**src/rtl/gu_pkg.sv**
```systemverilog
// ---------------------------------------------------------------------------
// gu_pkg
// Types and constants shared by the GPU load/store unit blocks.
//   NUM_WARPS / WARP_NUM_W   : warp count and the width of a warp number
//   THREAD_MASK_W            : width of the encoded thread mask
//   LSU_ADDR_W / LSU_DATA_W  : address and data widths held in a tracker
//                              entry (the tracker top must be built with
//                              matching ADDR_WIDTH / DATA_WIDTH)
//   lsu_entry_t              : one queued memory instruction
// ---------------------------------------------------------------------------
package gu_pkg;

    localparam int NUM_WARPS     = 4;
    localparam int WARP_NUM_W    = $clog2(NUM_WARPS);
    localparam int THREAD_MASK_W = 4;
    localparam int LSU_ADDR_W    = 16;
    localparam int LSU_DATA_W    = 16;

    typedef struct packed {
        logic [WARP_NUM_W-1:0]    warp;
        logic [THREAD_MASK_W-1:0] mask;
        logic                     is_store;
        logic [LSU_ADDR_W-1:0]    addr;
        logic [LSU_DATA_W-1:0]    wdata;
    } lsu_entry_t;

endpackage

```
**src/rtl/lsu_tracker_mem.sv**
```systemverilog
// ---------------------------------------------------------------------------
// lsu_tracker_mem
// DEPTH-entry register array holding queued LSU instructions.
// One synchronous write port, two asynchronous read ports (one for the
// request side, one for the completion side).
// Ports:
//   clk                    clock
//   wr_en/wr_idx/wr_entry  write port
//   rd_a_idx/rd_a_entry    read port A (send pointer)
//   rd_b_idx/rd_b_entry    read port B (completion pointer)
// ---------------------------------------------------------------------------
module lsu_tracker_mem
    import gu_pkg::*;
#(
    parameter int DEPTH = 4,
    parameter int IDX_W = 2
) (
    input  logic             clk,
    input  logic             wr_en,
    input  logic [IDX_W-1:0] wr_idx,
    input  lsu_entry_t       wr_entry,
    input  logic [IDX_W-1:0] rd_a_idx,
    output lsu_entry_t       rd_a_entry,
    input  logic [IDX_W-1:0] rd_b_idx,
    output lsu_entry_t       rd_b_entry
);

    lsu_entry_t entry_reg [DEPTH];

    // Contents need no reset: the pointers decide which slots are live.
    always_ff @(posedge clk) begin
        if (wr_en) begin
            entry_reg[wr_idx] <= wr_entry;
        end
    end

    assign rd_a_entry = entry_reg[rd_a_idx];
    assign rd_b_entry = entry_reg[rd_b_idx];

endmodule

```
**src/rtl/lsu_completion_tracker.sv**
```systemverilog
// ---------------------------------------------------------------------------
// lsu_completion_tracker
// Load/store unit front end. Queues scheduler memory instructions in order,
// issues them to the data memory port, matches in-order memory responses to
// queued entries and pulses done_bit (plus load write-back) one cycle after
// each response.
// Ports:
//   clk, reset (synchronous, active high)
//   issue_*       scheduler side valid/ready instruction input
//   mem_req_*     memory request valid/ready output
//   mem_resp_*    in-order memory responses (load data and store acks)
//   done_bit, warp_num_clear, threads_mask_clear   scoreboard clear
//   wb_*          register file write-back for loads
//   perf_completions, perf_full_stalls   only when LSU_TRACKER_PERF_EN is
//                 defined
// Optional build macro: LSU_TRACKER_PERF_EN (performance counters).
// ---------------------------------------------------------------------------
module lsu_completion_tracker
    import gu_pkg::*;
#(
    parameter int DATA_WIDTH = 16,
    parameter int ADDR_WIDTH = 16,
    parameter int DEPTH      = 4
) (
    input  logic                     clk,
    input  logic                     reset,
    input  logic                     issue_valid,
    output logic                     issue_ready,
    input  logic [WARP_NUM_W-1:0]    issue_warp_num,
    input  logic [THREAD_MASK_W-1:0] issue_threads_mask,
    input  logic                     issue_is_store,
    input  logic [ADDR_WIDTH-1:0]    issue_addr,
    input  logic [DATA_WIDTH-1:0]    issue_wdata,
    output logic                     mem_req_valid,
    input  logic                     mem_req_ready,
    output logic                     mem_req_we,
    output logic [ADDR_WIDTH-1:0]    mem_req_addr,
    output logic [DATA_WIDTH-1:0]    mem_req_wdata,
    input  logic                     mem_resp_valid,
    input  logic [DATA_WIDTH-1:0]    mem_resp_rdata,
    output logic                     done_bit,
    output logic [WARP_NUM_W-1:0]    warp_num_clear,
    output logic [THREAD_MASK_W-1:0] threads_mask_clear,
    output logic                     wb_valid,
    output logic [WARP_NUM_W-1:0]    wb_warp_num,
    output logic [THREAD_MASK_W-1:0] wb_threads_mask,
    output logic [DATA_WIDTH-1:0]    wb_data
`ifdef LSU_TRACKER_PERF_EN
    ,
    output logic [31:0]              perf_completions,
    output logic [31:0]              perf_full_stalls
`endif
);

    localparam int IDX_W = $clog2(DEPTH);
    localparam int PTR_W = IDX_W + 1;

    // Pointers carry one extra wrap bit so full and empty are distinct.
    logic [PTR_W-1:0] tail_reg;
    logic [PTR_W-1:0] send_ptr_reg;
    logic [PTR_W-1:0] comp_ptr_reg;
    logic [PTR_W-1:0] count;

    logic                     done_reg;
    logic [WARP_NUM_W-1:0]    clear_warp_reg;
    logic [THREAD_MASK_W-1:0] clear_mask_reg;
    logic                     wb_valid_reg;
    logic [DATA_WIDTH-1:0]    wb_data_reg;

    logic       accept;
    logic       send;
    logic       retire;
    lsu_entry_t wr_entry;
    lsu_entry_t send_entry;
    lsu_entry_t comp_entry;
    logic       entry_unused;

    // Full is judged on registered state only; a retire in the same cycle
    // frees the slot for the following cycle.
    assign count       = tail_reg - comp_ptr_reg;
    assign issue_ready = (count != PTR_W'(DEPTH));

    assign accept        = issue_valid && issue_ready;
    assign mem_req_valid = (send_ptr_reg != tail_reg);
    assign send          = mem_req_valid && mem_req_ready;
    assign retire        = mem_resp_valid && (comp_ptr_reg != send_ptr_reg);

    always_comb begin
        wr_entry          = '0;
        wr_entry.warp     = issue_warp_num;
        wr_entry.mask     = issue_threads_mask;
        wr_entry.is_store = issue_is_store;
        wr_entry.addr     = LSU_ADDR_W'(issue_addr);
        wr_entry.wdata    = LSU_DATA_W'(issue_wdata);
    end

    lsu_tracker_mem #(
        .DEPTH (DEPTH),
        .IDX_W (IDX_W)
    ) u_mem (
        .clk        (clk),
        .wr_en      (accept),
        .wr_idx     (tail_reg[IDX_W-1:0]),
        .wr_entry   (wr_entry),
        .rd_a_idx   (send_ptr_reg[IDX_W-1:0]),
        .rd_a_entry (send_entry),
        .rd_b_idx   (comp_ptr_reg[IDX_W-1:0]),
        .rd_b_entry (comp_entry)
    );

    // Request fields are forced to zero when idle so stale slot contents
    // never appear on the port (including right after reset).
    assign mem_req_we    = mem_req_valid && send_entry.is_store;
    assign mem_req_addr  = mem_req_valid ? ADDR_WIDTH'(send_entry.addr) : '0;
    assign mem_req_wdata = mem_req_valid ? DATA_WIDTH'(send_entry.wdata) : '0;

    // Fields each read port does not need.
    assign entry_unused = ^{send_entry.warp, send_entry.mask,
                            comp_entry.addr, comp_entry.wdata};

    always_ff @(posedge clk) begin
        if (reset) begin
            tail_reg       <= '0;
            send_ptr_reg   <= '0;
            comp_ptr_reg   <= '0;
            done_reg       <= 1'b0;
            clear_warp_reg <= '0;
            clear_mask_reg <= '0;
            wb_valid_reg   <= 1'b0;
            wb_data_reg    <= '0;
        end else begin
            if (accept) begin
                tail_reg <= tail_reg + PTR_W'(1);
            end
            if (send) begin
                send_ptr_reg <= send_ptr_reg + PTR_W'(1);
            end
            if (retire) begin
                comp_ptr_reg <= comp_ptr_reg + PTR_W'(1);
            end
            done_reg       <= retire;
            clear_warp_reg <= retire ? comp_entry.warp : '0;
            clear_mask_reg <= retire ? comp_entry.mask : '0;
            wb_valid_reg   <= retire && !comp_entry.is_store;
            wb_data_reg    <= (retire && !comp_entry.is_store) ? mem_resp_rdata : '0;
        end
    end

    assign done_bit           = done_reg;
    assign warp_num_clear     = clear_warp_reg;
    assign threads_mask_clear = clear_mask_reg;
    // Write-back identity equals the clear identity, gated to loads.
    assign wb_valid           = wb_valid_reg;
    assign wb_warp_num        = wb_valid_reg ? clear_warp_reg : '0;
    assign wb_threads_mask    = wb_valid_reg ? clear_mask_reg : '0;
    assign wb_data            = wb_data_reg;

`ifdef LSU_TRACKER_PERF_EN
    logic [31:0] perf_completions_reg;
    logic [31:0] perf_full_stalls_reg;

    always_ff @(posedge clk) begin
        if (reset) begin
            perf_completions_reg <= '0;
            perf_full_stalls_reg <= '0;
        end else begin
            if (done_reg) begin
                perf_completions_reg <= perf_completions_reg + 32'd1;
            end
            if (issue_valid && !issue_ready) begin
                perf_full_stalls_reg <= perf_full_stalls_reg + 32'd1;
            end
        end
    end

    assign perf_completions = perf_completions_reg;
    assign perf_full_stalls = perf_full_stalls_reg;
`endif

endmodule

```
**config.mk**
```make
export PLATFORM = sky130hd
export DESIGN_NAME = lsu_completion_tracker
export DESIGN_NICKNAME = d
export VERILOG_FILES = /design/src/rtl/gu_pkg.sv /design/src/rtl/lsu_tracker_mem.sv /design/src/rtl/lsu_completion_tracker.sv
export SDC_FILE = /design/constraint.sdc
export NUM_CORES = 1
export LEC_CHECK = 0
export ABC_AREA = 1
export ABC_CLOCK_PERIOD_IN_PS = 4350
export BUFFER_PORTS_ARGS = -buffer_cell sky130_fd_sc_hd__buf_2
export CORE_MARGIN = 2
export CORE_UTILIZATION = 45
export CTS_CLUSTER_DIAMETER = 50
export DETAILED_ROUTE_END_ITERATION = 6
export GPL_TIMING_DRIVEN = 0
export PLACE_DENSITY = 0.73
export SYNTH_ARGS = -nofsm -noshare
export SYNTH_HDL_FRONTEND = slang
export SYNTH_SLANG_ARGS = --single-unit
```
**constraint.sdc**
```tcl
create_clock -name clk -period 4.35 [get_ports clk]
set_input_delay 1.0875 -clock clk [delete_from_list [all_inputs] [get_ports clk]]
set_output_delay 1.0875 -clock clk [all_outputs]
set_load 0.03 [all_outputs]
```
==> run_results.csv, run 1 <==
group,metric,value,unit
global_route,grt_util_all_layers,0.183,
detailed_routing,drc,0,
global_route,antenna_found_initial,0,
setup_path,endpoint_kind,"output pin",
placed_design,hpwl,10100,um
cells_and_area,largest_reg_flops,156,
power_and_ir_drop,p_total,0.00560,W
floorplan,die-height,133,um
floorplan,die_area,17800,um2
sta,hold_viol_final,0,
cells_and_area,layout.cells.non_filler,1023,
placed_design,dp.cells,991,
detailed_routing,vias,4950,
cells_and_area,diodes,0,
detailed_routing,routed_via_density,4.84,
yosys,synth_top_area_cell,"edfxtp_1",
cells_and_area,fill_cells,1390,
sta,clock-skew-final,0.00952,ns
hold_path,hold_class,"reg2reg",
yosys,synthesis.area,7540,um2
yosys,synth-seq-cells,193,
global_route,grt_pass1_vias,4801,
setup_path,crit_arrival,2.09,ns
floorplan,start_util,0.458,
global_route,grt_pass1_wl,24400,um
yosys,synth_warnings,0,
clock_network,holdBufCountCts,0,
global_route,grt_max_degree,38,
clock_network,cts_tree,"yes",
detailed_routing,ant_nets,0,
floorplan,die_w,133,um
clock_network,clock_tree.root_cell,"clkbuf_16",
clock_network,cts_setup_buffers,0,
cells_and_area,regArea,5430,um2
yosys,syn_area_per_cell,11.7,um2
sta,max_slew_margin,0.436,
clock_network,cts_buffers,17,
sta,fin_crit_sh,0.731,
status,outcome,"finished clean",
detailed_routing,drt_iter0_markers,363,
sta,hold_slack,0.528,ns
yosys,synth_nets,711,
yosys,synth_top_area_share,0.621,
setup_path,crit_path_start_kind,"flop",
power_and_ir_drop,powerDensity,616,nW/um2
clock_network,cts.sinks,193,
power_and_ir_drop,vdd_drop_max,356,uV
cells_and_area,area.growth.synth_to_final,20.6,%
clock_network,insertion_delay,0.43,ns
global_route,grt-ovfl-total,0,
clock_network,clk_pin_slew_worst_paths,0.07,ns
floorplan,rows,47,
sta,rsz0062_at_grt,"no",
floorplan,core,16500,um2
cells_and_area,num-nets-final,858,
yosys,netlist_top_cells_area,"edfxtp_1, dfxtp_1, nor2_1, o21ai_0, a21oi_1",
sta,period_needed,3.18,ns
yosys,post_synth_num_cell_types,23,
clock_network,htreeDepth,4,
sta,setup_viol,0,
floorplan,pin_count,125,
detailed_routing,wl_per_cell,15.4,um
sta,slew_violations,0,
setup_path,path_class,"reg2out",
sta,worst_pin_slew,0.844,ns
cells_and_area,multi_input_area,1770,um2
job,cap_violations,0,
placed_design,port_buffers,124,
yosys,synth_cells,643,
clock_network,cts_max_path_buffers,2,
setup_path,crit_required,3.26,ns
detailed_routing,totalWireLength,15800,um
clock_network,post_cts_resize_count,0,
cells_and_area,drive_gt1_frac,0.242,
power_and_ir_drop,p_leak,3.63,nW
setup_path,worstPathMaxFanout,10,
detailed_routing,dr.pass1.iters,5,
placed_design,gp_congestion,0.736,
yosys,yosysSeqAreaShare,0.719,
sta,fmax,0.315,GHz
[metal layers]
metal  track usage  vias up  wire length (um)
li1              -     2494                 -
met1         0.226     2331              6690
met2         0.321      110              8250
met3        0.0369       15               647
met4        0.0650        0               199
met5             0        -                 0
[layout by cell type, fill, tap and decap left out]
master      count
buf_16          1
a21oi_1        52
clkbuf_16      17
edfxtp_1      156
xor2_1          2
ha_1            8
clkinv_2        1
o21ai_2         1
inv_1          44
inv_6           4
nor3_1         14
buf_2         132
nand2_1        28
clkinvlp_4      3
dfxtp_1        37
o21ai_0        80
buf_4           5
clkbuf_2        6
clkinv_4        1
nand3_1         9
buf_1           2
buf_12          3
nand3_4         1
buf_6           5
nor3_2          2
nor2_1        163
nand3_2         3
clkinv_1        1
inv_8           4
inv_2           2
xnor2_1         6
nor2_4          3
clkbuf_1        7
[synth_stat cells]
| cell | instances |
|---|---|
| o21ai_2 | 1 |
| nand3_4 | 1 |
| nor3_1 | 14 |
| buf_2 | 8 |
| inv_1 | 45 |
| dfxtp_1 | 37 |
| inv_2 | 1 |
| clkbuf_2 | 6 |
| a21oi_1 | 52 |
| edfxtp_1 | 156 |
| buf_1 | 2 |
| buf_6 | 5 |
| nor3_2 | 2 |
| nor2_1 | 166 |
| o21ai_0 | 80 |
| clkbuf_1 | 6 |
| xor2_1 | 2 |
| nand2_1 | 28 |
| xnor2_1 | 6 |
| nand3_2 | 3 |
| nand3_1 | 9 |
| buf_4 | 5 |
| ha_1 | 8 |
[metrics by stage]
stage	util	TNS (ns)	worst slack, ns	cell area [um2]
floorplan	-	0	1.01	7540
global placement	0.512	-46.97	-0.462	8440
detailed placement	0.519	0	1.62	8550
CTS	0.553	0	1.14	9100
global route	0.553	0	1.01	9100
finish	0.553	0	1.17	9100
[final timing paths]
kind | start | end | slack [ns] | depth (start not counted)
hold / removal | u_mem.entry_reg[3][36] | threads_mask_clear[3] | 0.53 | 2
hold reg to reg | u_mem.entry_reg[3][36] | threads_mask_clear[3] | 0.53 | 2
setup reg to reg | tail_reg[0] | u_mem.entry_reg[0][22] | 1.73 | 10
setup / recovery | flop | mem_req_wdata[7] | 1.17 | 7
[worst max-delay path: stages (launching register included)]
cell and delay [ns]:
dfxtp_1 0.30, buf_2 0.18, inv_1 0.15, clkbuf_1 0.31
nor2_1 0.17, o21ai_0 0.09, a21oi_1 0.20, buf_2 0.24
[layout make-up]
cell class / count / area share
Clock inverter: 14 / 0.0132
Clock buffer: 18 / 0.0472
Buffer: 32 / 0.0213
Inverter: 46 / 0.0190
Tap cell: 220 / 0.0303
Multi-Input combinational cell: 372 / 0.195
Sequential cell: 193 / 0.596
Timing Repair Buffer: 128 / 0.0778
[where the power goes]
| group | switching (W) | leakage [nW] | internal, W | total [W] |
|---|---|---|---|---|
| clock network | 0.000700 | 0.263 | 0.000751 | 0.00145 |
| registers | 0.0000720 | 1.73 | 0.00224 | 0.00231 |
| logic | 0.00131 | 1.64 | 0.000527 | 0.00184 |
| total | 0.00208 | 3.63 | 0.00352 | 0.00560 |
[logic make-up after synthesis]
group                    synth area share
adder cells (fa/ha/maj)            0.0133
AO/OA/AOI/OAI                      0.0888
XOR/XNOR                          0.00929
flip-flops                          0.719
AND/OR/NAND/NOR                     0.121
buffers and inverters              0.0486
No activity file was read; power rests on OpenSTA's default activity.
==> run 2, diff against run 1 <==
Settings changed: ABC_CLOCK_PERIOD_IN_PS 4350 to 2660, PLACE_DENSITY 0.73 to 0.76.
Clock period 4.35 ns to 2.66 ns, I/O delays scaled along.
==> run_results.csv, run 2 (same netlist as run 1, synthesis figures left out) <==
group,metric,value,unit
detailed_routing,drc,0,
clock_network,cts.sinks,193,
detailed_routing,dr.pass1.iters,5,
global_route,antenna_found_initial,1,
cells_and_area,multi_input_area,1780,um2
global_route,grt_max_degree,29,
sta,fmax,0.387,GHz
status,outcome,"finished clean",
detailed_routing,ant_nets,0,
cells_and_area,fin_util,0.562,
detailed_routing,totalWireLength,16700,um
hold_path,min_to,"u_mem.entry_reg[3][22]",
setup_path,rr_startpoint,"comp_ptr_reg[1]",
global_route,grt_pass1_wl,25400,um
detailed_routing,vias,5182,
cells_and_area,area.growth.synth_to_final,22.7,%
floorplan,die-height,133,um
cells_and_area,largest_reg_flops,156,
floorplan,die_area,17800,um2
placed_design,port_buffers,124,
job,cap_violations,0,
placed_design,place_ws,0.0738,ns
placed_design,hpwl,10900,um
cells_and_area,num-nets-final,864,
sta,hold_viol_final,0,
floorplan,die_w,133,um
detailed_routing,routed_via_density,5.04,
detailed_routing,drt_iter0_markers,459,
power_and_ir_drop,internal_power,0.00593,W
hold_path,hold_class,"in2reg",
hold_path,worstHoldStart,"issue_addr[6]",
cells_and_area,final_cell_mix,"nor2_1, edfxtp_1, buf_2",
clock_network,htreeDepth,4,
setup_path,crit_required,2.00,ns
sta,slew_violations,0,
cells_and_area,drive_gt1_frac,0.255,
global_route,grt_pass1_vias,5043,
power_and_ir_drop,vdd_drop_max,549,uV
setup_path,rr_endpoint,"u_mem.entry_reg[0][5]",
sta,clock-skew-final,0.00673,ns
cells_and_area,layout.cells.non_filler,1028,
sta,worst_pin_slew,0.755,ns
sta,fin_crit_sh,0.972,
floorplan,pin_count,125,
setup_path,path_class,"reg2out",
placed_design,gp_congestion,0.766,
clock_network,insertion_delay,0.42,ns
clock_network,clock_tree.root_cell,"clkbuf_16",
setup_path,crit_arrival,1.92,ns
power_and_ir_drop,switching_share,0.363,
power_and_ir_drop,p_sw,0.00338,W
power_and_ir_drop,powerDensity,1010,nW/um2
power_and_ir_drop,power_frac_clock,0.249,
setup_path,endpoint_kind,"output pin",
sta,setup_viol,0,
hold_path,holdPathStages,1,
setup_path,reg2reg_depth,8,
setup_path,ff2ff_setup_slack,0.21,ns
power_and_ir_drop,p_total,0.00930,W
sta,finalWorstSetupSlack,0.0732,ns
placed_design,dp.cells,991,
setup_path,crit_path_start_kind,"flop",
clock_network,cts_tree,"yes",
sta,period_needed,2.59,ns
cells_and_area,fill_cells,1383,
floorplan,start_util,0.458,
cells_and_area,diodes,0,
clock_network,cts_max_path_buffers,2,
floorplan,rows,47,
setup_path,worstPathMaxFanout,10,
power_and_ir_drop,combinationalPowerShare,0.345,
power_and_ir_drop,p_leak,3.70,nW
cells_and_area,final_common_cell,"nor2_1",
floorplan,core,16500,um2
clock_network,cts_buffers,17,
sta,max_slew_margin,0.495,
power_and_ir_drop,pwr-share-seq,0.407,
cells_and_area,regArea,5430,um2
detailed_routing,wl_per_cell,16.3,um
clock_network,clk_pin_slew_worst_paths,0.07,ns
global_route,grt_util_all_layers,0.188,
global_route,grt-ovfl-total,0,
==> run 2: repair_timing <==
| action | CTS | global route |
|---|---|---|
| pin swaps | 0 | 2 |
| hold buffers | 0 | 0 |
| hold endpoints to repair | 0 | 0 |
| buffers inserted | 2 | 4 |
| setup endpoints to repair | 32 | 94 |
| resized for setup | 17 | 39 |
==> run 2: worst max-delay path by stage <==
stage | from | end | slack (ns) | cells past startpoint
4_1_cts | flop | mem_req_wdata[13] | -0.02 | 8
3_5_place_dp | tail_reg[0] | u_mem.entry_reg[0][0] | 0.07 | 10
2_1_floorplan | comp_ptr_reg[1] | u_mem.entry_reg[0][0] | -0.08 | 7
6_report | flop | mem_req_wdata[15] | 0.07 | 7
5_1_grt | flop | mem_req_wdata[13] | -0.005 | 8
3_3_place_gp | tail_reg[0] | u_mem.entry_reg[2][5] | -0.87 | 9
==> run 2: power by group through the flow <==
stage	clock network [W]	logic, W	registers (W)
floorplan	0	0.00198	0.00390
global placement	0	0.00293	0.00385
detailed placement	0	0.00305	0.00385
CTS	0.00233	0.00312	0.00379
global route	0.00245	0.00346	0.00382
finish	0.00231	0.00321	0.00378
==> run 2: critical path, stage by stage, from the launching register on <==
cell and delay (ns):
dfxtp_1 0.30, clkbuf_4 0.16, inv_1 0.08, buf_4 0.20
clkbuf_8 0.20, o21ai_0 0.10, a21oi_1 0.21, buf_2 0.24
==> run 2: per-stage QoR <==
step / hold WS [ns] / cell area, um2 / TNS, ns
2_1_floorplan: 0.487 / 7550 / -9.31
3_3_place_gp: 0.508 / 8450 / -108.05
3_5_place_dp: 0.513 / 8550 / 0
4_1_cts: 0.439 / 9140 / -0.0237
5_1_grt: 0.436 / 9250 / -0.00744
6_report: 0.451 / 9250 / 0
==> run 2: area by class of cell <==
class,count,area share
Sequential cell,193,0.586
Multi-Input combinational cell,372,0.192
Timing Repair Buffer,134,0.0849
Clock buffer,19,0.0468
Buffer,32,0.0304
Tap cell,220,0.0297
Inverter,46,0.0193
Clock inverter,12,0.0101
==> run 2: metal layers <==
metal | track usage | vias to the layer above | wire length (um)
li1 | - | 2506 | -
met1 | 0.234 | 2510 | 7100
met2 | 0.322 | 140 | 8470
met3 | 0.0457 | 24 | 887
met4 | 0.0644 | 2 | 241
met5 | 0 | - | 16
